===== src/rtl/pwm_fade_pkg.sv =====
// rtl/pwm_fade_pkg.sv - shared types and the duty stepping rule for the fade scheduler
package pwm_fade_pkg;

  localparam int DUTY_W = 8;

  typedef enum logic [2:0] {IDLE, RAMP, DWELL, RETURN, DONE} fade_state_t;

  typedef struct packed {
    logic [DUTY_W-1:0] duty;
    logic              arrived;
  } step_result_t;

  // A zero step is promoted to 1; the 9-bit distance check prevents overshoot and wrap.
  function automatic step_result_t step_toward(input logic [DUTY_W-1:0] duty,
                                               input logic [DUTY_W-1:0] dest,
                                               input logic [DUTY_W-1:0] step);
    step_result_t      r;
    logic [DUTY_W:0]   diff;
    logic [DUTY_W-1:0] eff;
    eff  = (step == '0) ? DUTY_W'(1) : step;
    diff = (dest >= duty) ? ({1'b0, dest} - {1'b0, duty}) : ({1'b0, duty} - {1'b0, dest});
    if (diff <= {1'b0, eff}) begin
      r.duty    = dest;
      r.arrived = 1'b1;
    end else begin
      r.duty    = (dest > duty) ? (duty + eff) : (duty - eff);
      r.arrived = 1'b0;
    end
    return r;
  endfunction

endpackage


===== src/rtl/pwm_tick_prescaler.sv =====
// rtl/pwm_tick_prescaler.sv - tick every div+1 cycles; clr holds the count at zero
module pwm_tick_prescaler #(
  parameter int DIV_W = 16
) (
  input  logic             clk,
  input  logic             rst,
  input  logic             clr,
  input  logic [DIV_W-1:0] div,
  output logic             tick
);

  logic [DIV_W-1:0] count;

  always_ff @(posedge clk) begin
    if (rst || clr) begin
      count <= '0;
    end else if (count == div) begin
      count <= '0;
    end else begin
      count <= count + DIV_W'(1);
    end
  end

  assign tick = !clr && (count == div);

endmodule


===== src/rtl/pwm_fade_scheduler.sv =====
// rtl/pwm_fade_scheduler.sv - ramps/dwells/bounces the PWM duty at a prescaled tick rate
module pwm_fade_scheduler
  import pwm_fade_pkg::*;
#(
  parameter int DIV_W = 16,
  parameter int CNT_W = 8
) (
  input  logic              clk,
  input  logic              rst,
  input  logic              start,
  input  logic              abort,
  input  logic [DUTY_W-1:0] cfg_target,
  input  logic [DUTY_W-1:0] cfg_step,
  input  logic [DIV_W-1:0]  cfg_div,
  input  logic [7:0]        cfg_dwell,
  input  logic              cfg_bounce,
  input  logic [CNT_W-1:0]  cfg_repeat,
  input  logic              spi_wr,
  input  logic [DUTY_W-1:0] spi_duty,
  output logic [DUTY_W-1:0] duty,
  output logic              busy,
  output logic              done
);

  fade_state_t       state;
  logic [DUTY_W-1:0] target_s;
  logic [DUTY_W-1:0] step_s;
  logic [DIV_W-1:0]  div_s;
  logic [7:0]        dwell_s;
  logic              bounce_s;
  logic [CNT_W-1:0]  repeat_left;
  logic [DUTY_W-1:0] base;
  logic [7:0]        dwell_cnt;
  logic              tick;
  logic              pre_clr;
  logic [DUTY_W-1:0] dest;
  step_result_t      nxt;

  // Every transition out of an active state lands on a tick, so holding the prescaler
  // cleared outside RAMP/DWELL/RETURN restarts the tick grid on each state entry.
  assign pre_clr = !(state inside {RAMP, DWELL, RETURN});
  assign dest    = (state == RETURN) ? base : target_s;
  assign nxt     = step_toward(duty, dest, step_s);

  pwm_tick_prescaler #(.DIV_W(DIV_W)) u_prescaler (
    .clk  (clk),
    .rst  (rst),
    .clr  (pre_clr),
    .div  (div_s),
    .tick (tick)
  );

  always_ff @(posedge clk) begin
    if (rst) begin
      state       <= IDLE;
      duty        <= '0;
      busy        <= 1'b0;
      done        <= 1'b0;
      target_s    <= '0;
      step_s      <= '0;
      div_s       <= '0;
      dwell_s     <= '0;
      bounce_s    <= 1'b0;
      repeat_left <= '0;
      base        <= '0;
      dwell_cnt   <= '0;
    end else if (spi_wr) begin
      duty  <= spi_duty;
      state <= IDLE;
      busy  <= 1'b0;
      done  <= 1'b0;
    end else if (abort && state != IDLE) begin
      state <= IDLE;
      busy  <= 1'b0;
      done  <= 1'b0;
    end else begin
      case (state)
        IDLE: begin
          done <= 1'b0;
          if (start) begin
            target_s    <= cfg_target;
            step_s      <= cfg_step;
            div_s       <= cfg_div;
            dwell_s     <= cfg_dwell;
            bounce_s    <= cfg_bounce;
            repeat_left <= cfg_repeat;
            base        <= duty;
            state       <= RAMP;
            busy        <= 1'b1;
          end
        end
        RAMP: begin
          if (tick) begin
            duty <= nxt.duty;
            if (nxt.arrived) begin
              state     <= DWELL;
              dwell_cnt <= dwell_s;
            end
          end
        end
        DWELL: begin
          if (tick) begin
            if (dwell_cnt == 8'd0) begin
              if (bounce_s) begin
                state <= RETURN;
              end else begin
                state <= DONE;
                done  <= 1'b1;
              end
            end else begin
              dwell_cnt <= dwell_cnt - 8'd1;
            end
          end
        end
        RETURN: begin
          if (tick) begin
            duty <= nxt.duty;
            if (nxt.arrived) begin
              if (repeat_left == '0) begin
                state <= DONE;
                done  <= 1'b1;
              end else begin
                repeat_left <= repeat_left - CNT_W'(1);
                state       <= RAMP;
              end
            end
          end
        end
        DONE: begin
          state <= IDLE;
          busy  <= 1'b0;
          done  <= 1'b0;
        end
        default: begin
          state <= IDLE;
          busy  <= 1'b0;
          done  <= 1'b0;
        end
      endcase
    end
  end

endmodule


===== config.mk =====
export PLATFORM = sky130hd
export DESIGN_NAME = pwm_fade_scheduler
export DESIGN_NICKNAME = d
export VERILOG_FILES = /design/src/rtl/pwm_fade_pkg.sv /design/src/rtl/pwm_tick_prescaler.sv /design/src/rtl/pwm_fade_scheduler.sv
export SDC_FILE = /design/constraint.sdc
export NUM_CORES = 1
export LEC_CHECK = 0
export CAP_MARGIN = 15
export CORE_ASPECT_RATIO = 1.2
export CORE_MARGIN = 1
export CORE_UTILIZATION = 40
export DETAILED_ROUTE_END_ITERATION = 12
export RECOVER_POWER = 25
export SYNTH_ARGS = -nofsm -noshare
export SYNTH_HDL_FRONTEND = slang
export SYNTH_SLANG_ARGS = --single-unit

===== constraint.sdc =====
create_clock -name clk -period 4.7 [get_ports clk]
set_input_delay 1.175 -clock clk [delete_from_list [all_inputs] [get_ports clk]]
set_output_delay 1.175 -clock clk [all_outputs]
set_load 0.01 [all_outputs]

* Word-level counts from Yosys, hierarchy flattened
Index checks and enable logic that the tools add are counted.
Word-level totals: output and inout bits 10, bits of input ports 62, word-level logic and storage cells 106, register bits 94
Operators by class: eq/ne operators 16, bitwise logic cells 4, multiplexer cells 38, reductions and logical operators 25, order comparisons 3, $add $sub $neg 7
Operators with widths (number):
- 2-to-1 mux 8 bit | 15
- one-hot mux 8 bit (2 select lines) | 2
- AND reduction 7 bit | 4
- 2-to-1 mux 3 bit | 9
- zero test 8 bit | 3
- != test 2 bit (second input constant) | 10
- 2-to-1 mux 9 bit | 2
- subtractor 8 x 8 -> 9 bit | 2
- adder 16 x 1 -> 16 bit (second input constant) | 1
- == test 16 bit | 1
- subtractor 8 x 1 -> 8 bit (second input constant) | 2
- one-hot mux 3 bit (4 select lines) | 1
- less-or-equal comparator 9 x 8 -> 1 bit | 1
- adder 8 bit | 1
- greater-or-equal comparator 8 bit | 1
- > comparator 8 bit | 1
- nonzero test 2 bit | 4
- subtractor 8 bit | 1
- 2-to-1 mux 1 bit | 7
- == test 3 x 2 -> 1 bit (second input constant) | 2
- nonzero test 3 bit | 2
- OR reduction 3 bit | 2
- != test 2 x 1 -> 1 bit (second input constant) | 2
- inverter 1 bit | 4
- 11 further kinds | 13

* Depth between registers and ports, before layout
Gate-level depths: netlist (run 1).
word-level depth 10, gate-level depth with buffers 26, mapped depth without buffers 22

* Modules after synthesis
Synthesis (run 1) repeated with hierarchy kept, for this count alone.
Second synthesis, totals: cells, all modules 754, area total of the unflattened synthesis 5780.5 um^2
By module, submodules not included:
- pwm_fade_scheduler | area each 4848.4 um^2, instances 1, cells each 654, seq. area each 1561.5 um^2
- pwm_tick_prescaler | area each 932.1 um^2, instances 1, cells each 100, seq. area each 320.3 um^2

* Worst setup path before layout (run 1)
No wires, ideal clock.
path kind register -> register, from register state[0], to register dwell_cnt[2], required time 4.570 ns, cell stages (with the launch flop) 27, slack -0.010 ns, setup time 0.130 ns, period minus slack after synthesis 4.710 ns, arrival time 4.580 ns, path buffers 5, cells stage by stage dfxtp_1 > buf_2 > nor2b_1 > nand2_1 > clkbuf_1 > nand2_1 > nand2_1 > ha_1 > buf_2 > nand4_1 > nor2_1 > a211oi_2 > nand2_2 > mux2i_1 > o21ai_0 > a21oi_1 > xnor2_1 > ha_1 > a211oi_1 > o211ai_1 > o211ai_1 > nand4_1 > o22a_1 > buf_4 > buf_4 > o211ai_1 > o31ai_1
On the way: longest elaborated chain between the ends 8, elaborated cells between the ends (all ways) 22, classes of those cells add/sub: 2; order compare: 2; eq/ne: 7; mux: 4; bitwise: 1; reduce/logical: 6
Ends and longest elaborated chain:
- start, declared | line pwm_fade_scheduler.sv:25 | fade_state_t state;
- start signal, assigned | line pwm_fade_scheduler.sv:55 | state <= IDLE;
- start signal, assigned | line pwm_fade_scheduler.sv:69 | state <= IDLE;
- start signal, assigned | line pwm_fade_scheduler.sv:73 | state <= IDLE;
- == test 3 x 2 -> 1 bit | line pwm_fade_scheduler.sv:41, pwm_fade_scheduler.sv:42
- 2-to-1 mux 8 bit | line pwm_fade_scheduler.sv:42 | assign dest = (state == RETURN) ? base : target_s;
- subtractor 8 x 8 -> 9 bit / greater-or-equal comparator 8 bit (equally long branches) | line pwm_fade_pkg.sv:21 | diff = (dest >= duty) ? ({1'b0, dest} - {1'b0, duty}) : ({1'b0, duty} - {1'b0, dest});
- 2-to-1 mux 9 bit | line pwm_fade_pkg.sv:21
- less-or-equal comparator 9 x 8 -> 1 bit | line pwm_fade_pkg.sv:22 | if (diff <= {1'b0, eff}) begin
- 2-to-1 mux 9 bit | line pwm_fade_pkg.sv:22
- != test 2 bit (no source line)
- AND reduction 7 bit (no source line)
- end signal, assigned | line pwm_fade_scheduler.sv:97 | dwell_cnt <= dwell_s;
- end signal, assigned | line pwm_fade_scheduler.sv:111 | dwell_cnt <= dwell_cnt - 8'd1;
- end, declared | line pwm_fade_scheduler.sv:33 | logic [7:0] dwell_cnt;
Parallel ways exist; a longest one is shown, timed or not. A chain may end at the register's enable or synchronous reset.

* Final worst setup path (run 1)
from register state[0], to register repeat_left[0]
On the way: longest elaborated chain between the ends 8, elaborated cells between the ends (all ways) 23, classes of those cells add/sub: 2; order compare: 2; eq/ne: 7; mux: 4; bitwise: 1; reduce/logical: 7
Ends and longest elaborated chain:
- == test 3 x 2 -> 1 bit | line pwm_fade_scheduler.sv:41, pwm_fade_scheduler.sv:42, pwm_fade_scheduler.sv:77
- 2-to-1 mux 8 bit | line pwm_fade_scheduler.sv:42
- subtractor 8 x 8 -> 9 bit / greater-or-equal comparator 8 bit (equally long branches) | line pwm_fade_pkg.sv:21
- 2-to-1 mux 9 bit | line pwm_fade_pkg.sv:21
- less-or-equal comparator 9 x 8 -> 1 bit | line pwm_fade_pkg.sv:22
- 2-to-1 mux 9 bit | line pwm_fade_pkg.sv:22
- != test 2 bit (no source line)
- AND reduction 7 bit (no source line)
- end signal, assigned | line pwm_fade_scheduler.sv:86 | repeat_left <= cfg_repeat;
- end signal, assigned | line pwm_fade_scheduler.sv:123 | repeat_left <= repeat_left - CNT_W'(1);
- end, declared | line pwm_fade_scheduler.sv:31 | logic [CNT_W-1:0] repeat_left;
Parallel ways exist; a longest one is shown, timed or not.

==> impl_metrics.env, run 1 <==
export IMPL_vias=5449
export IMPL_ys_warn_count=0
export IMPL_layout_commonest_cell="nand2_1"
export IMPL_crit_start="state[0]"
export IMPL_die_w_um=111
export IMPL_nets=933
export IMPL_cp_max_fo=7
export IMPL_clkPwrFrac_pct=32.0
export IMPL_viasPerCell=5.41
export IMPL_cap_violations=0
export IMPL_insertion_delay_ns=0.36
export IMPL_outcome="complete, no violations"
export IMPL_max_slew_margin_rel_pct=51.9
export IMPL_r2r_start="state[0]"
export IMPL_switching_share_pct=32.3
export IMPL_tightest_slew_ns=0.721
export IMPL_crit_family="compound AO/OA/AOI/OAI gates"
export IMPL_intPower_w=0.00171
export IMPL_cp_end_kind="flip-flop"
export IMPL_reg2reg_depth=22
export IMPL_worstPathRequired_ns=4.98
export IMPL_rr_endpoint="repeat_left[0]"
export IMPL_start_util_pct=41.1
export IMPL_min_from="base[5]"
export IMPL_critPathBufInv=3
export IMPL_rrSetupSlack_ns=0.22
export IMPL_worstPathCellList="nor2b_4 -> nand2_4 -> mux2i_2 -> inv_1 -> ha_4 -> buf_4 -> and3_4 -> o21ai_2 -> nand2_2 -> mux2i_2 -> o21ai_1 -> a21oi_1 -> xnor2_1 -> ha_1 -> a211oi_2 -> o211ai_1 -> o211ai_1 -> buf_4 -> o2111ai_2 -> o21a_2 -> or3b_1 -> a31oi_1"
export IMPL_p_total_w=0.00253
export IMPL_skew_ns=0.0101
export IMPL_stdcell_area_sq_um=7260
export IMPL_die_area_sq_um=14700
export IMPL_async_flop_share_pct=0
export IMPL_ant_nets=0
export IMPL_cts_sinks=94
export IMPL_io_pin_count=72
export IMPL_drtIter0Drc=198
export IMPL_drc=0
export IMPL_antenna_found_initial=0
export IMPL_die_h_um=132
export IMPL_wirelength_um=16600
export IMPL_grt_pass1_vias=5406
export IMPL_core_sq_um=13800
export IMPL_power_switching_w=0.000819
export IMPL_worstSetupPathDepth=22
export IMPL_period_needed_ns=4.48
export IMPL_leakage_nw=2.80
export IMPL_fill_cells=1343
export IMPL_whs_ns=0.456
export IMPL_yosys_register_bits=94
export IMPL_synth_cells=744
export IMPL_drive_gt1_share_pct=12.1
export IMPL_numCtsBuffers=9
export IMPL_p_comb_share_pct=34.3
export IMPL_fmax_ghz=0.223
export IMPL_fin_crit_sh_pct=95.4
export IMPL_cp_start_kind="flip-flop"
export IMPL_hp_class="reg -> reg"
export IMPL_ys_types=62
export IMPL_path_clk_slew_ns=0.07
export IMPL_cpPeakStageDelay_ns=0.35
export IMPL_final_max_slew_viol_count=0
export IMPL_pwr_share_seq_pct=33.7
export IMPL_grt_total_usage_pct=22.8
export IMPL_io_buffers=71
export IMPL_grt_ovfl_total=0
export IMPL_postPlaceCellArea_sq_um=6710
export IMPL_firstDrtPassIters=4
export IMPL_cts_hold_buf=0
export IMPL_hold_path_depth=2
export IMPL_cts_max_level=3
export IMPL_critPathKind="reg -> reg"
export IMPL_power_density_nw_per_um2=349
export IMPL_wl_per_cell_um=16.4
export IMPL_cpMaxStageDelayCell="or3b_1"
export IMPL_finalSetupViolations=0
export IMPL_hold_viol_final=0
export IMPL_rows=47
export IMPL_ir_worst_vdd_v=0.000209
export IMPL_arrival_ns=4.76
export IMPL_synth_edff_count=0
export IMPL_synth_nets=845
export IMPL_ys_seq_area_share_pct=33.2
export IMPL_avgSynthCellArea_sq_um=7.62
export IMPL_ys_flop_type="dfxtp_1"
export IMPL_cts_buffer_depth=2
export IMPL_syn_to_final_growth_pct=27.9
export IMPL_hpwlAfterDp_um=12600
export IMPL_tritoncts="built"
export IMPL_grt_max_degree=47
export IMPL_gp_congestion=0.927
export IMPL_grt_first_pass_wirelength_um=26700
export IMPL_final_cell_mix="nand2_1, a21oi_1, dfxtp_1"
export IMPL_synthesis_area_sq_um=5670
export IMPL_root_buffer="clkbuf_16"
export IMPL_worstHoldEndpoint="base[5]"
export IMPL_antenna_cells=0
export IMPL_final_util_pct=52.5
## registers in the layout, indices dropped and copies added (netlist names)
signal and cells:
duty 8, dwell_cnt 8, base 8, busy 1, done 1, step_s 8
dwell_s 8, state 3, repeat_left 8, u_prescaler.count 16, target_s 8, div_s 16
bounce_s 1
## kinds of logic (layout without fill, tap and decap cells)
family | after synthesis | after routing | share of synthesized area [%]
and+or+nand+nor | 286 | 286 | 22.5
AOI/OAI and AO/OA | 186 | 187 | 19.9
DFF | 94 | 94 | 33.2
buffers and inverters | 78 | 170 | 5.67
xor gates and xnor gates | 47 | 47 | 7.26
adders and majority gates | 39 | 39 | 9.00
muxes | 14 | 14 | 2.49
## stage by stage
stage / setup WS (ns) / instances / TNS, ns
2_1_floorplan: 0.0424 / 744 / 0
3_3_place_gp: 0.0358 / 985 / 0
3_5_place_dp: -0.125 / 985 / -0.531
4_1_cts: 0.0223 / 1002 / 0
5_1_grt: -0.0882 / 1008 / -0.202
6_report: 0.218 / 1008 / 0
## cell type report
| class | instances | area [sq um] | share of cell area (%) |
|---|---|---|---|
| inverters | 38 | 143 | 1.97 |
| clock inverters | 5 | 81.3 | 1.12 |
| repair buffers | 116 | 1040 | 14.3 |
| flip-flops and latches | 94 | 1880 | 25.9 |
| clock buffers | 11 | 243 | 3.34 |
| multi-input cells | 573 | 3650 | 50.3 |
| well taps | 171 | 214 | 2.95 |
## per-layer routing
layer	global-route usage (%)	up-vias	share of wire [%]	routed length (um)
met5	0	-	0	0
li1	-	2730	-	-
met1	26.6	2593	43	7100
met2	41.4	100	51	8480
met3	4.40	26	3.6	593
met4	8.00	0	2.4	397
## worst max path at each step
stage and endpoint:
4_1_cts repeat_left[0], 3_3_place_gp repeat_left[0], 2_1_floorplan dwell_cnt[2], 5_1_grt state[2], 6_report repeat_left[0], 3_5_place_dp repeat_left[0]
## Yosys cell counts (all sizes together), types with 5 or more instances
master / number / area share (%)
nand2: 154 / 10
a21oi: 99 / 8.9
dfxtp: 94 / 33
nor2: 53 / 3.5
inv: 38 / 2.5
ha: 36 / 7.9
xnor2: 36 / 5.6
clkbuf: 28 / 1.9
o21ai: 24 / 2.2
mux2i: 13 / 2.3
buf: 12 / 1.3
xor2: 11 / 1.7
nand3: 10 / 0.88
nor2b: 10 / 1.1
nand4: 9 / 0.99
nor3: 9 / 0.79
a21o: 7 / 0.93
nand2b: 7 / 0.77
nor4: 7 / 1.0
a31oi: 6 / 0.66
and3: 6 / 0.66
or3: 6 / 0.66
a211oi: 5 / 0.75
o211ai: 5 / 0.66
o221ai: 5 / 0.77
## repair_timing
action                     CTS  global route
cloned                       0             1
setup endpoints to repair   16            28
hold endpoints to repair     0             0
pin swaps                    1            13
gates resized for setup      2            32
buffers inserted             1             5
## power groups by stage
stage               clock network [W]  registers [W]  logic (W)
finish                       0.000811       0.000853   0.000869
global route                 0.000860       0.000857   0.000961
CTS                          0.000828       0.000852   0.000831
detailed placement                  0       0.000870   0.000813
global placement                    0       0.000870   0.000803
floorplan                           0       0.000869   0.000530
## worst reg2reg max path, cell delays in order (launching register included)
cell and delay [ns]:
dfxtp_2 0.32, nor2b_4 0.13, nand2_4 0.14, mux2i_2 0.26
inv_1 0.11, ha_4 0.29, buf_4 0.15, and3_4 0.21
o21ai_2 0.06, nand2_2 0.13, mux2i_2 0.26, o21ai_1 0.08
a21oi_1 0.16, xnor2_1 0.09, ha_1 0.32, a211oi_2 0.24
o211ai_1 0.16, o211ai_1 0.22, buf_4 0.17, o2111ai_2 0.12
o21a_2 0.30, or3b_1 0.35, a31oi_1 0.16
Power figures use the tool's default switching activity.
==> run 2: changes to the inputs <==
--- a/config.mk
+++ b/config.mk
@@ -6,10 +6,13 @@
 export NUM_CORES = 1
 export LEC_CHECK = 0
 export CAP_MARGIN = 15
+export CELL_PAD_IN_SITES_DETAIL_PLACEMENT = 1
+export CELL_PAD_IN_SITES_GLOBAL_PLACEMENT = 1
 export CORE_ASPECT_RATIO = 1.2
 export CORE_MARGIN = 1
-export CORE_UTILIZATION = 40
+export CORE_UTILIZATION = 37
 export DETAILED_ROUTE_END_ITERATION = 12
+export PLACE_DENSITY_LB_ADDON = 0.1
 export RECOVER_POWER = 25
 export SYNTH_ARGS = -nofsm -noshare
 export SYNTH_HDL_FRONTEND = slang
==> impl_metrics.env, run 2 (synthesis gave the netlist of run 1 again) <==
export IMPL_die_w_um=115
export IMPL_fmax_ghz=0.219
export IMPL_rrSetupSlack_ns=0.13
export IMPL_r2r_start="state[0]"
export IMPL_rsz0062_at_grt="yes"
export IMPL_cp_end_kind="flip-flop"
export IMPL_leakage_nw=2.89
export IMPL_largestRegisters="div_s x16, u_prescaler.count x16"
export IMPL_p_total_w=0.00262
export IMPL_met2_length_um=9590
export IMPL_tightest_slew_ns=0.737
export IMPL_io_buffers=71
export IMPL_worstHoldEndpoint="dwell_s[1]"
export IMPL_start_util_pct=37.9
export IMPL_grt_first_pass_wirelength_um=29400
export IMPL_top_layer="met4"
export IMPL_final_max_slew_viol_count=0
export IMPL_arrival_ns=4.85
export IMPL_hold_viol_final=0
export IMPL_critPathKind="reg -> reg"
export IMPL_outcome="complete, no violations"
export IMPL_seq_area_sq_um=1880
export IMPL_ir_worst_vdd_v=0.000211
export IMPL_cp_max_fo=6
export IMPL_tritoncts="built"
export IMPL_max_slew_margin_rel_pct=50.8
export IMPL_fill_cells=1863
export IMPL_cpPeakStageDelay_ns=0.42
export IMPL_viasPerCell=5.29
export IMPL_postPlaceCellArea_sq_um=6810
export IMPL_die_h_um=138
export IMPL_numCtsBuffers=9
export IMPL_cts_sinks=94
export IMPL_drc=0
export IMPL_wl_per_cell_um=17.5
export IMPL_cp_start_kind="flip-flop"
export IMPL_drive_gt1_share_pct=14.7
export IMPL_post_place_ws_ns=-0.263
export IMPL_core_sq_um=15000
export IMPL_grt_pass1_vias=5864
export IMPL_path_clk_slew_ns=0.07
export IMPL_hold_path_depth=2
export IMPL_cap_violations=0
export IMPL_final_cell_mix="nand2_1, a21oi_1, dfxtp_1"
export IMPL_hpwlAfterDp_um=13700
export IMPL_period_needed_ns=4.57
export IMPL_die_area_sq_um=15800
export IMPL_wl_met3_um=536
export IMPL_reg2reg_depth=22
export IMPL_drtIter0Drc=249
export IMPL_grt_total_usage_pct=24.2
export IMPL_vias=5576
export IMPL_worstPathCellList="nor2b_4 -> nand2_4 -> mux2i_4 -> inv_2 -> ha_4 -> nand4_1 -> nor2_2 -> a211oi_4 -> nand2_2 -> mux2i_2 -> buf_4 -> buf_4 -> xnor2_1 -> ha_1 -> nand4_1 -> or3_4 -> o211ai_1 -> buf_4 -> o2111ai_4 -> o21a_4 -> or3b_1 -> a31oi_1"
export IMPL_firstDrtPassIters=4
export IMPL_worstPathRequired_ns=4.98
export IMPL_antenna_cells=0
export IMPL_finalSetupTns_ns=0
export IMPL_gp_congestion=0.897
export IMPL_rr_endpoint="repeat_left[0]"
export IMPL_wirelength_um=18500
export IMPL_fin_crit_sh_pct=97.2
export IMPL_critPathBufInv=4
export IMPL_fin_ws_ns=0.130
export IMPL_rows=49
export IMPL_syn_to_final_growth_pct=32.6
export IMPL_skew_ns=0.0101
export IMPL_antenna_found_initial=0
export IMPL_wl_met1_um=7750
export IMPL_multi_input_area_sq_um=3760
export IMPL_min_from="dwell_s[1]"
export IMPL_layout_commonest_cell="nand2_1"
export IMPL_cts_max_level=3
export IMPL_insertion_delay_ns=0.35
export IMPL_grt_max_degree=47
export IMPL_final_util_pct=50.3
export IMPL_root_buffer="clkbuf_16"
export IMPL_finalSetupViolations=0
export IMPL_io_pin_count=72
export IMPL_nets=947
export IMPL_stdcell_area_sq_um=7520
export IMPL_grt_ovfl_total=0
export IMPL_power_density_nw_per_um2=348
export IMPL_crit_path_frequent_cell="buf_4"
export IMPL_crit_family="simple AND/OR/NAND/NOR gates"
export IMPL_cpMaxStageDelayCell="or3_4"
export IMPL_ant_nets=0
export IMPL_cts_buffer_depth=2
export IMPL_hp_class="reg -> reg"
run 2: cell count changes in the layout (fill, tap and decap cells not counted), sizes merged:
| cell | change |
|---|---|
| buf | +15 |
| bufinv | -1 |
| clkbuf | -2 |
| clkinvlp | +2 |
run 2: area by class of cell:
| cell class | count | share of cell area (%) |
|---|---|---|
| Clock buffer | 10 | 3.18 |
| Clock inverter | 6 | 0.915 |
| Inverter | 38 | 1.90 |
| Multi-Input combinational cell | 573 | 49.9 |
| Sequential cell | 94 | 25.0 |
| Tap cell | 204 | 3.39 |
| Timing Repair Buffer | 130 | 15.6 |
run 2: repair_timing:
action                                  in CTS  in global routing
buffers inserted                             3                 10
resized for setup                           10                 47
pin swaps                                    3                 22
cloned                                       0                  1
hold buffers                                 0                  0
endpoints found under the setup margin      28                 28
run 2: how the worst max path moves through the flow:
stage | start | to | slack [ns] | cells after the start
global placement | state[0] | repeat_left[0] | 0.02 | 22
floorplan | state[0] | dwell_cnt[2] | 0.04 | 24
CTS | state[0] | duty[1] | -0.03 | 22
global route | state[0] | duty[1] | -0.06 | 23
finish | state[0] | repeat_left[0] | 0.13 | 22
detailed placement | state[0] | duty[1] | -0.26 | 23
run 2: where the power goes:
group | switching, W | internal [W] | total (W)
combinational | 0.000519 | 0.000477 | 0.000996
sequential | 0.0000265 | 0.000828 | 0.000854
clock | 0.000339 | 0.000430 | 0.000769
run 2: through the flow:
step	cells	hold slack (ns)
6_report	1055	0.460
5_1_grt	1055	0.481
3_5_place_dp	1025	0.449
4_1_cts	1044	0.459
3_3_place_gp	1025	0.444
2_1_floorplan	744	0.433
run 2: metal layers:
metal | up-vias | track usage (%)
li1 | 2756 | -
met1 | 2692 | 27.6
met2 | 97 | 43.5
met3 | 31 | 3.65
met4 | 0 | 11.9
met5 | - | 0
run 2: worst register-to-register path: stages, from the launching register on:
cell and delay [ns]:
dfxtp_2 0.32, nor2b_4 0.13, nand2_4 0.17, mux2i_4 0.29, inv_2 0.08, ha_4 0.29
nand4_1 0.14, nor2_2 0.22, a211oi_4 0.06, nand2_2 0.14, mux2i_2 0.28, buf_4 0.15
buf_4 0.10, xnor2_1 0.07, ha_1 0.34, nand4_1 0.14, or3_4 0.42, o211ai_1 0.10
buf_4 0.17, o2111ai_4 0.11, o21a_4 0.29, or3b_1 0.36, a31oi_1 0.14
==> run 3: changes to the inputs <==
--- a/config.mk
+++ b/config.mk
@@ -9,7 +9,6 @@
 export CELL_PAD_IN_SITES_DETAIL_PLACEMENT = 1
 export CELL_PAD_IN_SITES_GLOBAL_PLACEMENT = 1
 export CORE_ASPECT_RATIO = 1.2
-export CORE_MARGIN = 1
 export CORE_UTILIZATION = 37
 export DETAILED_ROUTE_END_ITERATION = 12
 export PLACE_DENSITY_LB_ADDON = 0.1
==> results of run 3 <==
Final layout, timing and power as in run 2 (identical DEF).
